==> src/rtl/image_pkg.sv <==
// Shared types and constants for the image buffer arbiter: FSM states, owner codes, default geometry.
package image_pkg;

  localparam int COL_W_DEF  = 4;
  localparam int ROW_W_DEF  = 4;
  localparam int DATA_W_DEF = 16;

  typedef enum logic [1:0] {
    IDLE       = 2'd0,
    WRITE      = 2'd1,
    READ_ISSUE = 2'd2,
    READ_DRAIN = 2'd3
  } state_t;

  localparam logic [1:0] OWN_NONE = 2'd0;
  localparam logic [1:0] OWN_WR   = 2'd1;
  localparam logic [1:0] OWN_RD   = 2'd2;

  function automatic logic [1:0] state_owner(input state_t s);
    logic [1:0] o;
    case (s)
      IDLE:       o = OWN_NONE;
      WRITE:      o = OWN_WR;
      READ_ISSUE: o = OWN_RD;
      READ_DRAIN: o = OWN_RD;
      default:    o = OWN_NONE;
    endcase
    return o;
  endfunction

endpackage

==> src/rtl/image_frame_arbiter_if.sv <==
// Loader, renderer and RAM signal bundle; master is the arbiter side, slave the surrounding system.
interface image_frame_arbiter_if #(
  parameter int COL_W  = image_pkg::COL_W_DEF,
  parameter int ROW_W  = image_pkg::ROW_W_DEF,
  parameter int DATA_W = image_pkg::DATA_W_DEF
);
  logic                    wr_req;
  logic                    wr_valid;
  logic [DATA_W-1:0]       wr_data;
  logic                    wr_ready;
  logic                    rd_req;
  logic                    rd_valid;
  logic [DATA_W-1:0]       rd_data;
  logic                    rd_last;
  logic                    rd_ready;
  logic [COL_W+ROW_W-1:0]  mem_addr;
  logic                    mem_we;
  logic                    mem_re;
  logic [DATA_W-1:0]       mem_wdata;
  logic [DATA_W-1:0]       mem_rdata;

  modport master (
    input  wr_req, wr_valid, wr_data, rd_req, rd_ready, mem_rdata,
    output wr_ready, rd_valid, rd_data, rd_last, mem_addr, mem_we, mem_re, mem_wdata
  );

  modport slave (
    output wr_req, wr_valid, wr_data, rd_req, rd_ready, mem_rdata,
    input  wr_ready, rd_valid, rd_data, rd_last, mem_addr, mem_we, mem_re, mem_wdata
  );
endinterface

==> src/rtl/raster_counter.sv <==
// Raster scan position {row, col}; col advances every step, row when col wraps.
module raster_counter
  import image_pkg::*;
#(
  parameter int COL_W = COL_W_DEF,
  parameter int ROW_W = ROW_W_DEF
) (
  input  logic             clk,
  input  logic             rst,
  input  logic             clear,
  input  logic             advance,
  output logic [COL_W-1:0] col,
  output logic [ROW_W-1:0] row,
  output logic             at_last
);

  logic [COL_W-1:0] col_r;
  logic [ROW_W-1:0] row_r;

  // Scan position register; both fields wrap to zero together after the last pixel.
  always_ff @(posedge clk) begin
    if (rst || clear) begin
      col_r <= {COL_W{1'b0}};
      row_r <= {ROW_W{1'b0}};
    end else if (advance) begin
      col_r <= col_r + COL_W'(1);
      if (&col_r) begin
        row_r <= row_r + ROW_W'(1);
      end
    end
  end

  // Position outputs and last-pixel flag.
  always_comb begin
    col     = col_r;
    row     = row_r;
    at_last = (&col_r) & (&row_r);
  end

endmodule

==> src/rtl/image_frame_arbiter.sv <==
// Frame-granular round-robin arbiter for the shared image RAM: raster write/read sequencing,
// with a 2-entry fall-through output FIFO absorbing the one-cycle RAM read latency.
module image_frame_arbiter
  import image_pkg::*;
#(
  parameter int COL_W  = COL_W_DEF,
  parameter int ROW_W  = ROW_W_DEF,
  parameter int DATA_W = DATA_W_DEF
) (
  input  logic                  clk,
  input  logic                  rst,
  image_frame_arbiter_if.master bus,
  output logic [1:0]            owner,
  output logic                  frame_done
);

  state_t            state_r, state_nx_s;
  logic [1:0]        last_owner_r, last_owner_nx_s;
  logic              frame_done_r, done_s;

  logic [COL_W-1:0]  col_s;
  logic [ROW_W-1:0]  row_s;
  logic              at_last_s, cnt_clear_s, cnt_adv_s;

  logic              beat_s, issue_s, pop_s, pop_fifo_s, push_fifo_s;
  logic              fifo_empty_s, rd_valid_s;
  logic [1:0]        in_use_s, fifo_cnt_r, fifo_cnt_nx_s;
  logic [DATA_W-1:0] fifo_data_r [2];
  logic [1:0]        fifo_last_r;
  logic              fifo_head_r, fifo_tail_r;
  logic              inflight_r, inflight_last_r;

  raster_counter #(.COL_W(COL_W), .ROW_W(ROW_W)) u_scan (
    .clk     (clk),
    .rst     (rst),
    .clear   (cnt_clear_s),
    .advance (cnt_adv_s),
    .col     (col_s),
    .row     (row_s),
    .at_last (at_last_s)
  );

  // Beat, issue and FIFO bookkeeping; a read is issued only if its data is guaranteed a slot.
  always_comb begin
    beat_s        = (state_r == WRITE) && bus.wr_valid;
    fifo_empty_s  = (fifo_cnt_r == 2'd0);
    rd_valid_s    = !fifo_empty_s || inflight_r;
    pop_s         = rd_valid_s && bus.rd_ready;
    in_use_s      = fifo_cnt_r + {1'b0, inflight_r} - {1'b0, pop_s};
    issue_s       = (state_r == READ_ISSUE) && (in_use_s < 2'd2);
    push_fifo_s   = inflight_r && !(fifo_empty_s && pop_s);
    pop_fifo_s    = pop_s && !fifo_empty_s;
    fifo_cnt_nx_s = fifo_cnt_r + {1'b0, push_fifo_s} - {1'b0, pop_fifo_s};
    cnt_clear_s   = (state_r == IDLE);
    cnt_adv_s     = beat_s || issue_s;
  end

  // Next-state logic; requests matter only in IDLE, ties go to the non-previous owner.
  always_comb begin
    state_nx_s      = state_r;
    last_owner_nx_s = last_owner_r;
    done_s          = 1'b0;
    case (state_r)
      IDLE: begin
        if (bus.wr_req && bus.rd_req) begin
          state_nx_s = (last_owner_r == OWN_RD) ? WRITE : READ_ISSUE;
        end else if (bus.wr_req) begin
          state_nx_s = WRITE;
        end else if (bus.rd_req) begin
          state_nx_s = READ_ISSUE;
        end else begin
          state_nx_s = IDLE;
        end
      end
      WRITE: begin
        if (beat_s && at_last_s) begin
          state_nx_s      = IDLE;
          last_owner_nx_s = OWN_WR;
          done_s          = 1'b1;
        end else begin
          state_nx_s = WRITE;
        end
      end
      READ_ISSUE: begin
        if (issue_s && at_last_s) begin
          state_nx_s = READ_DRAIN;
        end else begin
          state_nx_s = READ_ISSUE;
        end
      end
      READ_DRAIN: begin
        if (fifo_cnt_nx_s == 2'd0) begin
          state_nx_s      = IDLE;
          last_owner_nx_s = OWN_RD;
          done_s          = 1'b1;
        end else begin
          state_nx_s = READ_DRAIN;
        end
      end
      default: begin
        state_nx_s = IDLE;
      end
    endcase
  end

  // FSM state, round-robin memory and completion pulse.
  always_ff @(posedge clk) begin
    if (rst) begin
      state_r      <= IDLE;
      last_owner_r <= OWN_RD;
      frame_done_r <= 1'b0;
    end else begin
      state_r      <= state_nx_s;
      last_owner_r <= last_owner_nx_s;
      frame_done_r <= done_s;
    end
  end

  // Read return path: in-flight tag and the two buffered pixels.
  always_ff @(posedge clk) begin
    if (rst) begin
      fifo_data_r[0]  <= {DATA_W{1'b0}};
      fifo_data_r[1]  <= {DATA_W{1'b0}};
      fifo_last_r     <= 2'b00;
      fifo_head_r     <= 1'b0;
      fifo_tail_r     <= 1'b0;
      fifo_cnt_r      <= 2'd0;
      inflight_r      <= 1'b0;
      inflight_last_r <= 1'b0;
    end else begin
      if (push_fifo_s) begin
        fifo_data_r[fifo_tail_r] <= bus.mem_rdata;
        fifo_last_r[fifo_tail_r] <= inflight_last_r;
        fifo_tail_r              <= ~fifo_tail_r;
      end
      if (pop_fifo_s) begin
        fifo_head_r <= ~fifo_head_r;
      end
      fifo_cnt_r      <= fifo_cnt_nx_s;
      inflight_r      <= issue_s;
      inflight_last_r <= issue_s && at_last_s;
    end
  end

  // Output drive; an empty FIFO lets the returning RAM word straight through.
  always_comb begin
    bus.wr_ready  = (state_r == WRITE);
    bus.mem_we    = beat_s;
    bus.mem_re    = issue_s;
    bus.mem_addr  = {row_s, col_s};
    bus.mem_wdata = beat_s ? bus.wr_data : {DATA_W{1'b0}};
    bus.rd_valid  = rd_valid_s;
    bus.rd_data   = {DATA_W{1'b0}};
    bus.rd_last   = 1'b0;
    if (!fifo_empty_s) begin
      bus.rd_data = fifo_data_r[fifo_head_r];
      bus.rd_last = fifo_last_r[fifo_head_r];
    end else if (inflight_r) begin
      bus.rd_data = bus.mem_rdata;
      bus.rd_last = inflight_last_r;
    end else begin
      bus.rd_data = {DATA_W{1'b0}};
      bus.rd_last = 1'b0;
    end
    owner      = state_owner(state_r);
    frame_done = frame_done_r;
  end

endmodule
==> src/flat_wrapper.sv <==
// flat-port wrapper written by rule: the top's interface ports become plain ports
module image_frame_arbiter_flat import image_pkg::*;
#(
  parameter int COL_W  = COL_W_DEF,
  parameter int ROW_W  = ROW_W_DEF,
  parameter int DATA_W = DATA_W_DEF
)
  (clk, rst, owner, frame_done, bus_wr_req, bus_wr_valid, bus_wr_data, bus_rd_req, bus_rd_ready, bus_mem_rdata, bus_wr_ready, bus_rd_valid, bus_rd_data, bus_rd_last, bus_mem_addr, bus_mem_we, bus_mem_re, bus_mem_wdata);
  image_frame_arbiter_if #(.COL_W(COL_W), .ROW_W(ROW_W), .DATA_W(DATA_W)) bus_i ();
  input  logic clk;
  input  logic rst;
  output logic [1:0] owner;
  output logic frame_done;
  input wire logic [$bits(bus_i.wr_req)-1:0] bus_wr_req;
  input wire logic [$bits(bus_i.wr_valid)-1:0] bus_wr_valid;
  input wire logic [$bits(bus_i.wr_data)-1:0] bus_wr_data;
  input wire logic [$bits(bus_i.rd_req)-1:0] bus_rd_req;
  input wire logic [$bits(bus_i.rd_ready)-1:0] bus_rd_ready;
  input wire logic [$bits(bus_i.mem_rdata)-1:0] bus_mem_rdata;
  output wire logic [$bits(bus_i.wr_ready)-1:0] bus_wr_ready;
  output wire logic [$bits(bus_i.rd_valid)-1:0] bus_rd_valid;
  output wire logic [$bits(bus_i.rd_data)-1:0] bus_rd_data;
  output wire logic [$bits(bus_i.rd_last)-1:0] bus_rd_last;
  output wire logic [$bits(bus_i.mem_addr)-1:0] bus_mem_addr;
  output wire logic [$bits(bus_i.mem_we)-1:0] bus_mem_we;
  output wire logic [$bits(bus_i.mem_re)-1:0] bus_mem_re;
  output wire logic [$bits(bus_i.mem_wdata)-1:0] bus_mem_wdata;
  assign bus_i.wr_req = bus_wr_req;
  assign bus_i.wr_valid = bus_wr_valid;
  assign bus_i.wr_data = bus_wr_data;
  assign bus_i.rd_req = bus_rd_req;
  assign bus_i.rd_ready = bus_rd_ready;
  assign bus_i.mem_rdata = bus_mem_rdata;
  assign bus_wr_ready = bus_i.wr_ready;
  assign bus_rd_valid = bus_i.rd_valid;
  assign bus_rd_data = bus_i.rd_data;
  assign bus_rd_last = bus_i.rd_last;
  assign bus_mem_addr = bus_i.mem_addr;
  assign bus_mem_we = bus_i.mem_we;
  assign bus_mem_re = bus_i.mem_re;
  assign bus_mem_wdata = bus_i.mem_wdata;
  image_frame_arbiter #(.COL_W(COL_W), .ROW_W(ROW_W), .DATA_W(DATA_W)) u_core (.clk(clk), .rst(rst), .bus(bus_i), .owner(owner), .frame_done(frame_done));
endmodule
==> config.mk <==
export PLATFORM = sky130hd
export DESIGN_NAME = image_frame_arbiter_flat
export DESIGN_NICKNAME = d
export VERILOG_FILES = /design/src/rtl/image_pkg.sv /design/src/rtl/image_frame_arbiter_if.sv /design/src/rtl/raster_counter.sv /design/src/rtl/image_frame_arbiter.sv /design/src/flat_wrapper.sv
export SDC_FILE = /design/constraint.sdc
export NUM_CORES = 1
export LEC_CHECK = 0
export CAP_MARGIN = 0
export CORE_MARGIN = 3
export CORE_UTILIZATION = 48
export DETAILED_ROUTE_END_ITERATION = 12
export PLACE_DENSITY = 0.83
export SLEW_MARGIN = 20
export SYNTH_ARGS = -nofsm -noshare
export SYNTH_HDL_FRONTEND = slang
export SYNTH_SLANG_ARGS = --single-unit
==> constraint.sdc <==
create_clock -name clk -period 2.81 [get_ports clk]
set_clock_uncertainty 0.2 [all_clocks]
set_input_delay 0.562 -clock clk [delete_from_list [all_inputs] [get_ports clk]]
set_output_delay 0.562 -clock clk [all_outputs]
set_load 0.02 [all_outputs]
==> results.json, run 1 <==
{
  "synth_top_area_frac": 0.3247,
  "drtIter0Drc": 64,
  "portBuffers": 85,
  "critPathArrivalTime_ns": 2.00,
  "via_per_inst": 5.559,
  "gp_congestion": 0.8431,
  "whs_path_depth": 1,
  "power_density_nw_per_um2": 517.7,
  "die_h_um": 84.52,
  "fin_total_pwr_w": 0.002193,
  "setup_violations": 0,
  "synthTopCellsByArea": "edfxtp_1 (32%), dfxtp_1 (15%), and2_1 (7.0%)",
  "seqCellArea_um2": 1403,
  "cts_tree": "built",
  "postLayoutCoreUtil": 0.7377,
  "synth_area_per_cell_um2": 10.10,
  "tns_ns": 0,
  "nNetsFinal": 437,
  "drtPass1Iterations": 4,
  "synth_commonest_cells": "and2_1 (33), edfxtp_1 (32), nand3_1 (30), dfxtp_1 (22), and3_1 (20)",
  "htreeDepth": 2,
  "finalCritPeriodShare": 0.9844,
  "final_cell_area_um2": 4237,
  "min_from": "u_core.last_owner_r[1]$_SDFFE_PP1P_",
  "maxSlewViolCount": 0,
  "crit_type": "reg2out",
  "cts-root-buf": "clkbuf_8",
  "n_antenna_cell": 0,
  "cp_max_fo": 34,
  "synth_cells": 293,
  "area_delta_synth_final_pct": 43.17,
  "die_x_um": 84.52,
  "synthArstFlopShare": 0,
  "place_area_um2": 4066,
  "cts_buffer_depth": 2,
  "holdPathEnd": "u_core.last_owner_r[1]$_SDFFE_PP1P_",
  "synthFlopType": "edfxtp_1",
  "clk_pin_slew_worst_paths_ns": 0.09,
  "rsz0062_at_grt": "true",
  "synth-seq-cells": 54,
  "fp.dieArea_um2": 7143,
  "vias": 2596,
  "r2r_cells": 10,
  "drcViolationCount": 0,
  "slew-limit-headroom": 0.5590,
  "max_freq_mhz": 361.5,
  "ys_seq_area_frac": 0.4736,
  "dp_hpwl_mm": 5.027,
  "ant_nets": 0,
  "clkLatencyLatePin_ns": 0.31,
  "numClockSinks": 54,
  "initial_core_util": 0.5153,
  "cap_viol_max_count": 0,
  "endpoint_kind": "primary output",
  "hold_violations": 0,
  "multi_input_area_um2": 1493,
  "grt_max_degree": 35,
  "reg2reg_to": "u_core.state_r[0]$_SDFF_PP0_",
  "grt_first_pass_wirelength_mm": 11.27,
  "numCtsBuffers": 5,
  "yosysTopAreaCell": "edfxtp_1",
  "synth_nets": 336,
  "grt_pass1_vias": 2553,
  "fin_crit_ns": 2.766,
  "ys_types": 50,
  "crit_path_start_kind": "flip-flop",
  "coreArea_um2": 5743,
  "status": "finished, final reports clean",
  "num_rows": 27,
  "synth.most_common_cell": "and2_1",
  "gr-usage-all-layers": 0.1887,
  "hold_path.class": "reg2reg",
  "synth_warnings": 0,
  "synth_edf_count": 32,
  "leakagePower_nw": 1.839,
  "num-fill-cells": 424,
  "io_pins": 86,
  "r2r-start": "u_core.inflight_r$_SDFF_PP0_",
  "r2r_slack_ns": 0.28,
  "cp.required_ns": 2.05,
  "wl_per_cell_um": 14.71,
  "syn_area_um2": 2959,
  "antenna_found_initial": 0,
  "overflow": 0,
  "drive_gt1_frac": 0.1342,
  "wirelength_mm": 6.871,
  "tightest_slew_ns": 0.6602,
  "ir_worst_vdd_mv": 0.3282
}
registers in the layout, summed over array words and instances (netlist names), named ones only:
name	flops
u_core.last_owner_r	2
u_core.state_r	2
u_core.inflight_r	1
u_core.fifo_cnt_r	2
u_core.fifo_head_r	1
u_core.inflight_last_r	1
u_core.fifo_data_r	32
u_core.frame_done	1
u_core.u_scan.row	4
u_core.u_scan.col	4
u_core.fifo_tail_r	1
u_core.fifo_last_r	2
area by class of cell:
| class | count | share of cell area |
|---|---|---|
| Clock buffer | 6 | 0.01713 |
| Clock inverter | 2 | 0.003544 |
| Inverter | 8 | 0.007088 |
| Multi-Input combinational cell | 211 | 0.3523 |
| Sequential cell | 54 | 0.3311 |
| Tap cell | 72 | 0.02126 |
| Timing Repair Buffer | 114 | 0.2676 |
where the power goes:
| part | switching (W) | total (W) | internal, W |
|---|---|---|---|
| registers | 0.0000321 | 0.000921 | 0.000889 |
| logic | 0.000433 | 0.000848 | 0.000415 |
| clock network | 0.000249 | 0.000425 | 0.000176 |
layer usage:
metal / up-vias / part of all wire / GRT usage
met4: 0 / 0.0063 / 0.03453
met1: 1212 / 0.40 / 0.2287
li1: 1274 / - / -
met2: 102 / 0.51 / 0.3331
met3: 8 / 0.083 / 0.05790
met5: - / 0 / 0
worst max-delay path by stage:
| stage | from | end | slack, ns | cells after the start |
|---|---|---|---|---|
| after detailed placement | bus_rd_ready | bus_mem_re | -0.48 | 7 |
| after floorplan | u_core.inflight_r$_SDFF_PP0_ | bus_mem_re | 0.10 | 8 |
| after global placement | bus_rd_ready | bus_mem_re | -0.44 | 7 |
| after CTS | u_core.fifo_cnt_r[1]$_SDFF_PP0_ | bus_rd_data[1] | 0.004 | 6 |
| after global routing | u_core.fifo_cnt_r[1]$_SDFF_PP0_ | bus_rd_data[0] | -0.01 | 6 |
| final | u_core.fifo_cnt_r[1]$_SDFF_PP0_ | bus_rd_data[0] | 0.04 | 6 |
critical path, cell delays in order (launching register included):
cell	delay (ns)
dfxtp_1	0.32
buf_4	0.16
nor2_2	0.22
buf_12	0.21
nand3_1	0.08
o21ai_0	0.08
clkdlybuf4s50_1	0.62
cell usage in the layout, fill, tap and decap left out, types with 9 or more instances in the layout:
master	Yosys	routed
and2_1	33	32
dlymetal6s2s_1	0	16
buf_4	1	27
clkdlybuf4s50_1	0	67
nor3_1	10	10
mux2i_1	17	17
dfxtp_1	22	21
nor2_1	10	9
and3_1	20	20
edfxtp_1	32	32
nand3_1	30	30
o21ai_0	18	18
stage by stage:
stage / worst slack [ns] / hold WS (ns) / std cells
CTS: 0.004257 / 0.2771 / 467
finish: 0.04389 / 0.2713 / 467
detailed placement: -0.4802 / 0.2539 / 458
floorplan: 0.1007 / 0.2278 / 293
global route: -0.01033 / 0.3159 / 467
global placement: -0.4437 / 0.2384 / 458
logic make-up (layout without fill, tap and decap cells):
logic type      count (synthesis)  after routing  synth area share
compound gates                 50             50            0.1171
xor+xnor                        6              6           0.02537
fa+ha+maj                       5              5           0.02114
buf+inv                        28            130           0.03848
flops                          54             54            0.4736
mux                            17             17           0.05750
simple gates                  133            133            0.2668
timing repair:
item / 4_1_cts / 5_1_grt
hold buffers: 0 / 0
buffers inserted: 1 / 0
gates resized for setup: 11 / 18
pin swaps: 3 / 1
endpoints found under the setup margin: 2 / 16
(Power assumes the default switching activity.)
==> inputs of run 2 (changes only) <==
--- a/config.mk
+++ b/config.mk
@@ -8,6 +8,7 @@
 export CAP_MARGIN = 0
 export CORE_MARGIN = 3
 export CORE_UTILIZATION = 48
+export CTS_CLUSTER_SIZE = 30
 export DETAILED_ROUTE_END_ITERATION = 12
 export PLACE_DENSITY = 0.83
 export SLEW_MARGIN = 20
==> results of run 2 <==
Final layout, timing and power as in run 1 (identical DEF).
